`src/rtl/commit_tracer_pkg.sv`:
```
// Shared types and constants for the commit tracer.
// Record layout: six 32-bit trace words; word 2 carries the packed flag byte.
package commit_tracer_pkg;

  localparam int unsigned TraceWords   = 6;
  localparam int unsigned RecWidth     = 168;

  // Bit positions inside the flags byte (trace word 2).
  localparam int unsigned FlagRegWe    = 0;
  localparam int unsigned FlagRegWaLsb = 1;
  localparam int unsigned FlagRegWaMsb = 5;
  localparam int unsigned FlagDmemWe   = 6;
  localparam int unsigned FlagHalt     = 7;

  typedef struct packed {
    logic [31:0] pc;
    logic [31:0] inst;
    logic [7:0]  flags;
    logic [31:0] reg_wd;
    logic [31:0] dmem_wa;
    logic [31:0] dmem_wd;
  } trace_rec_t;

  typedef enum logic {StIdle, StSend} out_state_e;

  // Select one 32-bit word of a record in streaming order.
  function automatic logic [31:0] rec_word(input trace_rec_t rec, input logic [2:0] idx);
    logic [31:0] w;
    case (idx)
      3'd0:    w = rec.pc;
      3'd1:    w = rec.inst;
      3'd2:    w = {24'b0, rec.flags};
      3'd3:    w = rec.reg_wd;
      3'd4:    w = rec.dmem_wa;
      default: w = rec.dmem_wd;
    endcase
    return w;
  endfunction

endpackage

```
`src/rtl/commit_tracer_fifo.sv`:
```
// trace_fifo: synchronous FIFO with clear.
// Ports: clk, rst_n (async active-low), clr (sync, beats push/pop), push/wdata,
// pop/rdata (head, combinational), count, full, empty.
module trace_fifo #(
  parameter int unsigned WIDTH = 168,
  parameter int unsigned DEPTH = 8
) (
  input  logic                     clk,
  input  logic                     rst_n,
  input  logic                     clr,
  input  logic                     push,
  input  logic [WIDTH-1:0]         wdata,
  input  logic                     pop,
  output logic [WIDTH-1:0]         rdata,
  output logic [$clog2(DEPTH):0]   count,
  output logic                     full,
  output logic                     empty
);

  localparam int unsigned AW = $clog2(DEPTH);

  // One extra pointer bit distinguishes full from empty when the indices match.
  logic [AW:0]      wptr_q, rptr_q;
  logic [WIDTH-1:0] mem_q [DEPTH];

  assign empty = (wptr_q == rptr_q);
  assign full  = (wptr_q[AW] != rptr_q[AW]) && (wptr_q[AW-1:0] == rptr_q[AW-1:0]);
  assign count = wptr_q - rptr_q;
  assign rdata = mem_q[rptr_q[AW-1:0]];

  always_ff @(posedge clk or negedge rst_n) begin
    if (!rst_n) begin
      wptr_q <= '0;
      rptr_q <= '0;
    end else if (clr) begin
      wptr_q <= '0;
      rptr_q <= '0;
    end else begin
      if (push) wptr_q <= wptr_q + 1'b1;
      if (pop)  rptr_q <= rptr_q + 1'b1;
    end
  end

  always_ff @(posedge clk) begin
    if (push && !clr) mem_q[wptr_q[AW-1:0]] <= wdata;
  end

endmodule

```
`src/rtl/commit_tracer.sv`:
```
// commit_tracer: captures each newly retired instruction from the CPU commit
// interface into a FIFO and streams it as six 32-bit words (valid/ready).
// Inputs: clk, rst_n, global_en, commit + commit_* record fields, trace_clr, trace_ready.
// Outputs: cpu_stall, trace_valid/trace_data/trace_last, done, overflow, drop_cnt, commit_cnt.
module commit_tracer
  import commit_tracer_pkg::*;
#(
  parameter int unsigned DEPTH    = 8,
  parameter bit          STALL_EN = 1'b1
) (
  input  logic        clk,
  input  logic        rst_n,
  input  logic        global_en,
  input  logic        commit,
  input  logic [31:0] commit_pc,
  input  logic [31:0] commit_inst,
  input  logic        commit_halt,
  input  logic        commit_reg_we,
  input  logic [4:0]  commit_reg_wa,
  input  logic [31:0] commit_reg_wd,
  input  logic        commit_dmem_we,
  input  logic [31:0] commit_dmem_wa,
  input  logic [31:0] commit_dmem_wd,
  input  logic        trace_clr,
  output logic        cpu_stall,
  output logic        trace_valid,
  input  logic        trace_ready,
  output logic [31:0] trace_data,
  output logic        trace_last,
  output logic        done,
  output logic        overflow,
  output logic [15:0] drop_cnt,
  output logic [31:0] commit_cnt
);

  localparam int unsigned     CntW       = $clog2(DEPTH) + 1;
  localparam logic [CntW-1:0] StallLevel = CntW'(DEPTH - 1);
  localparam logic [2:0]      LastWord   = 3'(TraceWords - 1);

  logic            en_d_q, halted_q, overflow_q;
  logic [15:0]     drop_cnt_q;
  logic [31:0]     commit_cnt_q;
  logic [2:0]      word_idx_q, word_idx_d;
  out_state_e      state_q, state_d;
  trace_rec_t      rec_in, rec_head;
  logic            fifo_push, fifo_pop, fifo_full, fifo_empty;
  logic [CntW-1:0] fifo_count;
  logic            new_commit, capture, accept, drop, xfer;

  // Commit registers hold while global_en is low; only the cycle after an
  // enabled edge carries a fresh record.
  assign new_commit = commit & en_d_q;
  assign capture    = new_commit & ~halted_q;
  assign xfer       = trace_valid & trace_ready;
  assign fifo_pop   = xfer & (word_idx_q == LastWord);
  // A full FIFO still takes the record when the head leaves on the same edge.
  assign accept     = capture & (~fifo_full | fifo_pop);
  assign drop       = capture & ~accept;
  assign fifo_push  = accept;

  always_comb begin
    rec_in          = '0;
    rec_in.pc       = commit_pc;
    rec_in.inst     = commit_inst;
    rec_in.reg_wd   = commit_reg_wd;
    rec_in.dmem_wa  = commit_dmem_wa;
    rec_in.dmem_wd  = commit_dmem_wd;
    rec_in.flags[FlagRegWe]                  = commit_reg_we;
    rec_in.flags[FlagRegWaMsb:FlagRegWaLsb]  = commit_reg_wa;
    rec_in.flags[FlagDmemWe]                 = commit_dmem_we;
    rec_in.flags[FlagHalt]                   = commit_halt;
  end

  trace_fifo #(
    .WIDTH(RecWidth),
    .DEPTH(DEPTH)
  ) u_fifo (
    .clk  (clk),
    .rst_n(rst_n),
    .clr  (trace_clr),
    .push (fifo_push),
    .wdata(rec_in),
    .pop  (fifo_pop),
    .rdata(rec_head),
    .count(fifo_count),
    .full (fifo_full),
    .empty(fifo_empty)
  );

  always_comb begin
    state_d    = state_q;
    word_idx_d = word_idx_q;
    unique case (state_q)
      StIdle: if (!fifo_empty) state_d = StSend;
      StSend: begin
        if (xfer) begin
          if (word_idx_q == LastWord) begin
            word_idx_d = '0;
            // Leave SEND only if the popped head was the last entry.
            if (fifo_count == CntW'(1) && !fifo_push) state_d = StIdle;
          end else begin
            word_idx_d = word_idx_q + 3'd1;
          end
        end
      end
    endcase
    if (trace_clr) begin
      state_d    = StIdle;
      word_idx_d = '0;
    end
  end

  assign trace_valid = (state_q == StSend);
  assign trace_last  = trace_valid & (word_idx_q == LastWord);
  assign trace_data  = trace_valid ? rec_word(rec_head, word_idx_q) : 32'h0;
  // Threshold one below full absorbs the record already launched when stall rises.
  assign cpu_stall   = STALL_EN & (fifo_count >= StallLevel);
  assign done        = halted_q & fifo_empty & (state_q == StIdle);
  assign overflow    = overflow_q;
  assign drop_cnt    = drop_cnt_q;
  assign commit_cnt  = commit_cnt_q;

  always_ff @(posedge clk or negedge rst_n) begin
    if (!rst_n) begin
      en_d_q       <= 1'b0;
      state_q      <= StIdle;
      word_idx_q   <= '0;
      halted_q     <= 1'b0;
      overflow_q   <= 1'b0;
      drop_cnt_q   <= '0;
      commit_cnt_q <= '0;
    end else begin
      en_d_q     <= global_en;
      state_q    <= state_d;
      word_idx_q <= word_idx_d;
      if (trace_clr) begin
        halted_q     <= 1'b0;
        overflow_q   <= 1'b0;
        drop_cnt_q   <= '0;
        commit_cnt_q <= '0;
      end else begin
        if (accept) begin
          commit_cnt_q <= commit_cnt_q + 32'd1;
          if (commit_halt) halted_q <= 1'b1;
        end
        if (drop) begin
          overflow_q <= 1'b1;
          if (drop_cnt_q != 16'hFFFF) drop_cnt_q <= drop_cnt_q + 16'd1;
        end
      end
    end
  end

endmodule

```
`config.mk`:
```
export PLATFORM = sky130hd
export DESIGN_NAME = commit_tracer
export DESIGN_NICKNAME = d
export VERILOG_FILES = /design/src/rtl/commit_tracer_pkg.sv /design/src/rtl/commit_tracer_fifo.sv /design/src/rtl/commit_tracer.sv
export SDC_FILE = /design/constraint.sdc
export NUM_CORES = 1
export LEC_CHECK = 0
export BUFFER_PORTS_ARGS = -buffer_cell sky130_fd_sc_hd__buf_2
export CORE_MARGIN = 3
export CORE_UTILIZATION = 58
export DETAILED_ROUTE_END_ITERATION = 6
export MAX_ROUTING_LAYER = met4
export PLACE_DENSITY = 0.73
export SYNTH_ARGS = -nofsm -noshare
export SYNTH_HDL_FRONTEND = slang
export SYNTH_SLANG_ARGS = --single-unit
```
`constraint.sdc`:
```
create_clock -name clk -period 59.1 [get_ports clk]
set_input_delay 2.955 -clock clk [delete_from_list [all_inputs] [get_ports clk]]
set_output_delay 2.955 -clock clk [all_outputs]
set_load 0.03 [all_outputs]
```
==> flow_metrics.tcl <==
set metrics [dict create \
    antenna_found_initial 50 \
    place_congestion 0.800 \
    netlist_top_cells_area "edfxtp_1, mux4_2, dfrtp_1, mux2i_1, nor2_1" \
    postSynthCellCount 2661 \
    worstReg2RegStart "u_fifo.rptr_q[2]" \
    syn_area_um2 54400 \
    hold_viol 0 \
    start_util_pct 58.9 \
    yosysSeqAreaShare_pct 77.0 \
    chipHeight_um 312 \
    dr.pass1.iters 5 \
    end_kind "output pin" \
    cts_buffers 139 \
    cts_buffer_depth 3 \
    cp_cell_sequence "buf_4, buf_12, buf_4, buf_4, mux4_2, a22oi_1, nor2_1, a221oi_1, a31oi_1, buf_2" \
    path_class "reg -> out" \
    clkSinkCount 1407 \
    worst_setup_path_start_kind "flip-flop" \
    slowest_stage "dfrtp_4" \
    fin_skew_ns 0.0234 \
    hold_slack_ns 0.519 \
    synthArstFlopShare_pct 4.48 \
    htree_levels 4 \
    fmax_mhz 106 \
    fin_crit_sh_pct 15.9 \
    setup_viol 0 \
    worstPathArrival_ns 6.46 \
    sequentialPowerShare_pct 55.6 \
    power_frac_comb_pct 2.6 \
    cts_setup_buffers 0 \
    path_clk_slew_ns 0.06 \
    drv_cap 0 \
    hold_path_class "reg -> reg" \
    ys_types 61 \
    placedCellCount 4059 \
    syn2layout_area_growth_pct 13.1 \
    synthFlopType "edfxtp_1" \
    overflow 0 \
    syn-num-nets 2844 \
    ant_nets 0 \
    synth_top_area_share_pct 74.1 \
    worst_slack_ns 49.69 \
    cp.required_ns 56.15 \
    drtIter0Drc 3758 \
    worstReg2RegEnd "u_fifo.mem_q[7][140]" \
    root_buffer "clkbuf_16" \
    power_leakage_nw 19.4 \
    crit_start "u_fifo.rptr_q[0]" \
    reg2reg_slack_ns 53.10 \
    cp_max_fo 103 \
    io_pins 259 \
    hpwl_mm 72.2 \
    core_um2 92400 \
    slowest_delay_ns 0.91 \
    worst_pin_slew_ns 1.26 \
    synth.ff_latch_count 1407 \
    cts_hold_buffers 0 \
    core.rowCount 111 \
    cts_resized 0 \
    dp_slack_ns 50.29 \
    outcome "finished, final reports clean" \
    num-nets-final 3140 \
    crit_top_cell "buf_4" \
    synth_top_area_cell "edfxtp_1" \
    pwr-share-clk_pct 41.8 \
    yosysMostFrequentCell "edfxtp_1" \
    irDropWorstVdd_uv 25.0 \
    yosys_warnings 0 \
    drt_drc_violations_left 0 \
    crit_end "trace_data[31]" \
    die_x_um 312 \
    yosys-top-cells-count "edfxtp_1, mux4_2, nor2_1, clkbuf_1, mux2i_1" \
    via_per_inst 6.52 \
    finalMaxSlewViolations 0 \
    portBuffers 258 \
    syn_area_per_cell_um2 20.5 \
    routed_wl_mm 131 \
    setup-tns-final_ns 0 \
    p_per_area_nw_per_um2 32.2 \
    grt_max_degree 133 \
    drive_gt1_share_pct 26.5 \
    slew_headroom_pct 16.0 \
    netSwitchingFraction_pct 19.8 \
    final.min_clock_period_ns 9.41 \
    via_count 28400 \
    rsz0062_at_grt "no" \
    grt.total_usage_pct 28.0 \
    synth_edf_count 1344 \
    worstSkewPairLatency_ns 0.73 \
    p_int_mw 1.59 \
    grt_pass1_vias 28500 \
    final_cells 4347 \
    wl_per_cell_um 30.1 \
    die_area_um2 97600 \
    cts_tree "yes" \
    switchingPower_mw 0.391 \
    r2r_cells 10 \
    grt_first_pass_wirelength_mm 193 \
]
routing by layer:
layer,vias to the layer above,GRT usage (%),share of wire [%]
met5,-,-,0
met4,0,7.79,2.2
met3,220,7.06,11
met2,1572,41.9,48
met1,14800,39.2,39
li1,11700,-,-
layout make-up:
| cell class | instances | area (um^2) |
|---|---|---|
| Antenna cell | 45 | 113 |
| Clock buffer | 181 | 3780 |
| Clock inverter | 62 | 469 |
| Fill cell | 5778 | 30800 |
| Inverter | 21 | 78.8 |
| Multi-Input combinational cell | 1079 | 11900 |
| Sequential cell | 1407 | 41900 |
| Tap cell | 1243 | 1560 |
| Timing Repair Buffer | 309 | 1750 |
power by group through the flow:
stage	combinational, mW	sequential, mW	clock, mW
3_3_place_gp	0.0484	1.12	0
2_1_floorplan	0.0198	1.12	0
5_1_grt	0.0552	1.10	0.881
6_report	0.0512	1.10	0.828
4_1_cts	0.0512	1.10	0.841
3_5_place_dp	0.0508	1.12	0
through the flow:
stage | instance area [um^2] | power (mW) | util, %
6_report | 61500 | 1.98 | 66.6
5_1_grt | 61500 | 2.04 | 66.6
4_1_cts | 61400 | 1.99 | 66.5
3_5_place_dp | 57200 | 1.17 | 61.9
3_3_place_gp | 57200 | 1.17 | 61.9
2_1_floorplan | 54400 | 1.14 | -
layout by cell type, fill, tap and decap left out, types with 8 or more instances in the layout:
cell	synthesis	routed
edfxtp_1	1344	1344
mux4_2	291	291
buf_2	46	258
nor2_1	154	149
clkbuf_16	0	146
mux2i_1	91	91
a21oi_1	62	62
dfrtp_1	63	59
a22oi_1	54	54
o21ai_0	52	52
a221oi_1	49	49
diode_2	0	45
buf_4	2	45
nand2_1	40	39
clkbuf_1	93	35
clkinv_1	2	32
nand3_1	31	31
xnor2_1	27	27
a31oi_1	24	24
nand4_1	22	22
a22o_1	21	21
inv_1	19	19
or4_1	14	14
clkinv_2	0	14
o31ai_1	13	13
o211a_1	11	11
or3_1	8	8
and3_1	10	8
and2_1	8	8
ha_1	8	8
state kept, by name, indices dropped and copies added, names as in the netlist:
register,flops
commit_cnt,32
drop_cnt,16
en_d_q,1
halted_q,1
overflow,1
trace_valid,1
u_fifo.mem_q,1344
u_fifo.rptr_q,4
u_fifo.wptr_q,4
word_idx_q,3
critical path, delay by kind of cell (launching register included):
kind | cells | cell delay, ns
AOI/OAI and AO/OA | 3 | 0.69
buffers and inverters | 5 | 3.14
DFF | 1 | 0.91
muxes | 1 | 0.58
and+or+nand+nor | 1 | 0.08
kinds of logic after synthesis:
kind of cell,Yosys count,share of synthesized area (%)
AO/OA/AOI/OAI,317,4.06
AND/OR/NAND/NOR,334,3.00
multiplexers,387,13.8
buffers and inverters,175,1.35
flip-flops,1407,77.0
adder cells (fa/ha/maj),10,0.239
XOR/XNOR,31,0.499
worst min path at each step:
stage	start	to	slack [ns]	depth (start not counted)
detailed placement	overflow	overflow	0.52	2
global placement	overflow	overflow	0.50	2
CTS	overflow	overflow	0.53	2
global route	overflow	overflow	0.53	2
floorplan	halted_q	halted_q	0.48	2
finish	overflow	overflow	0.52	2
Note: power is estimated with default switching activity, not from simulation.
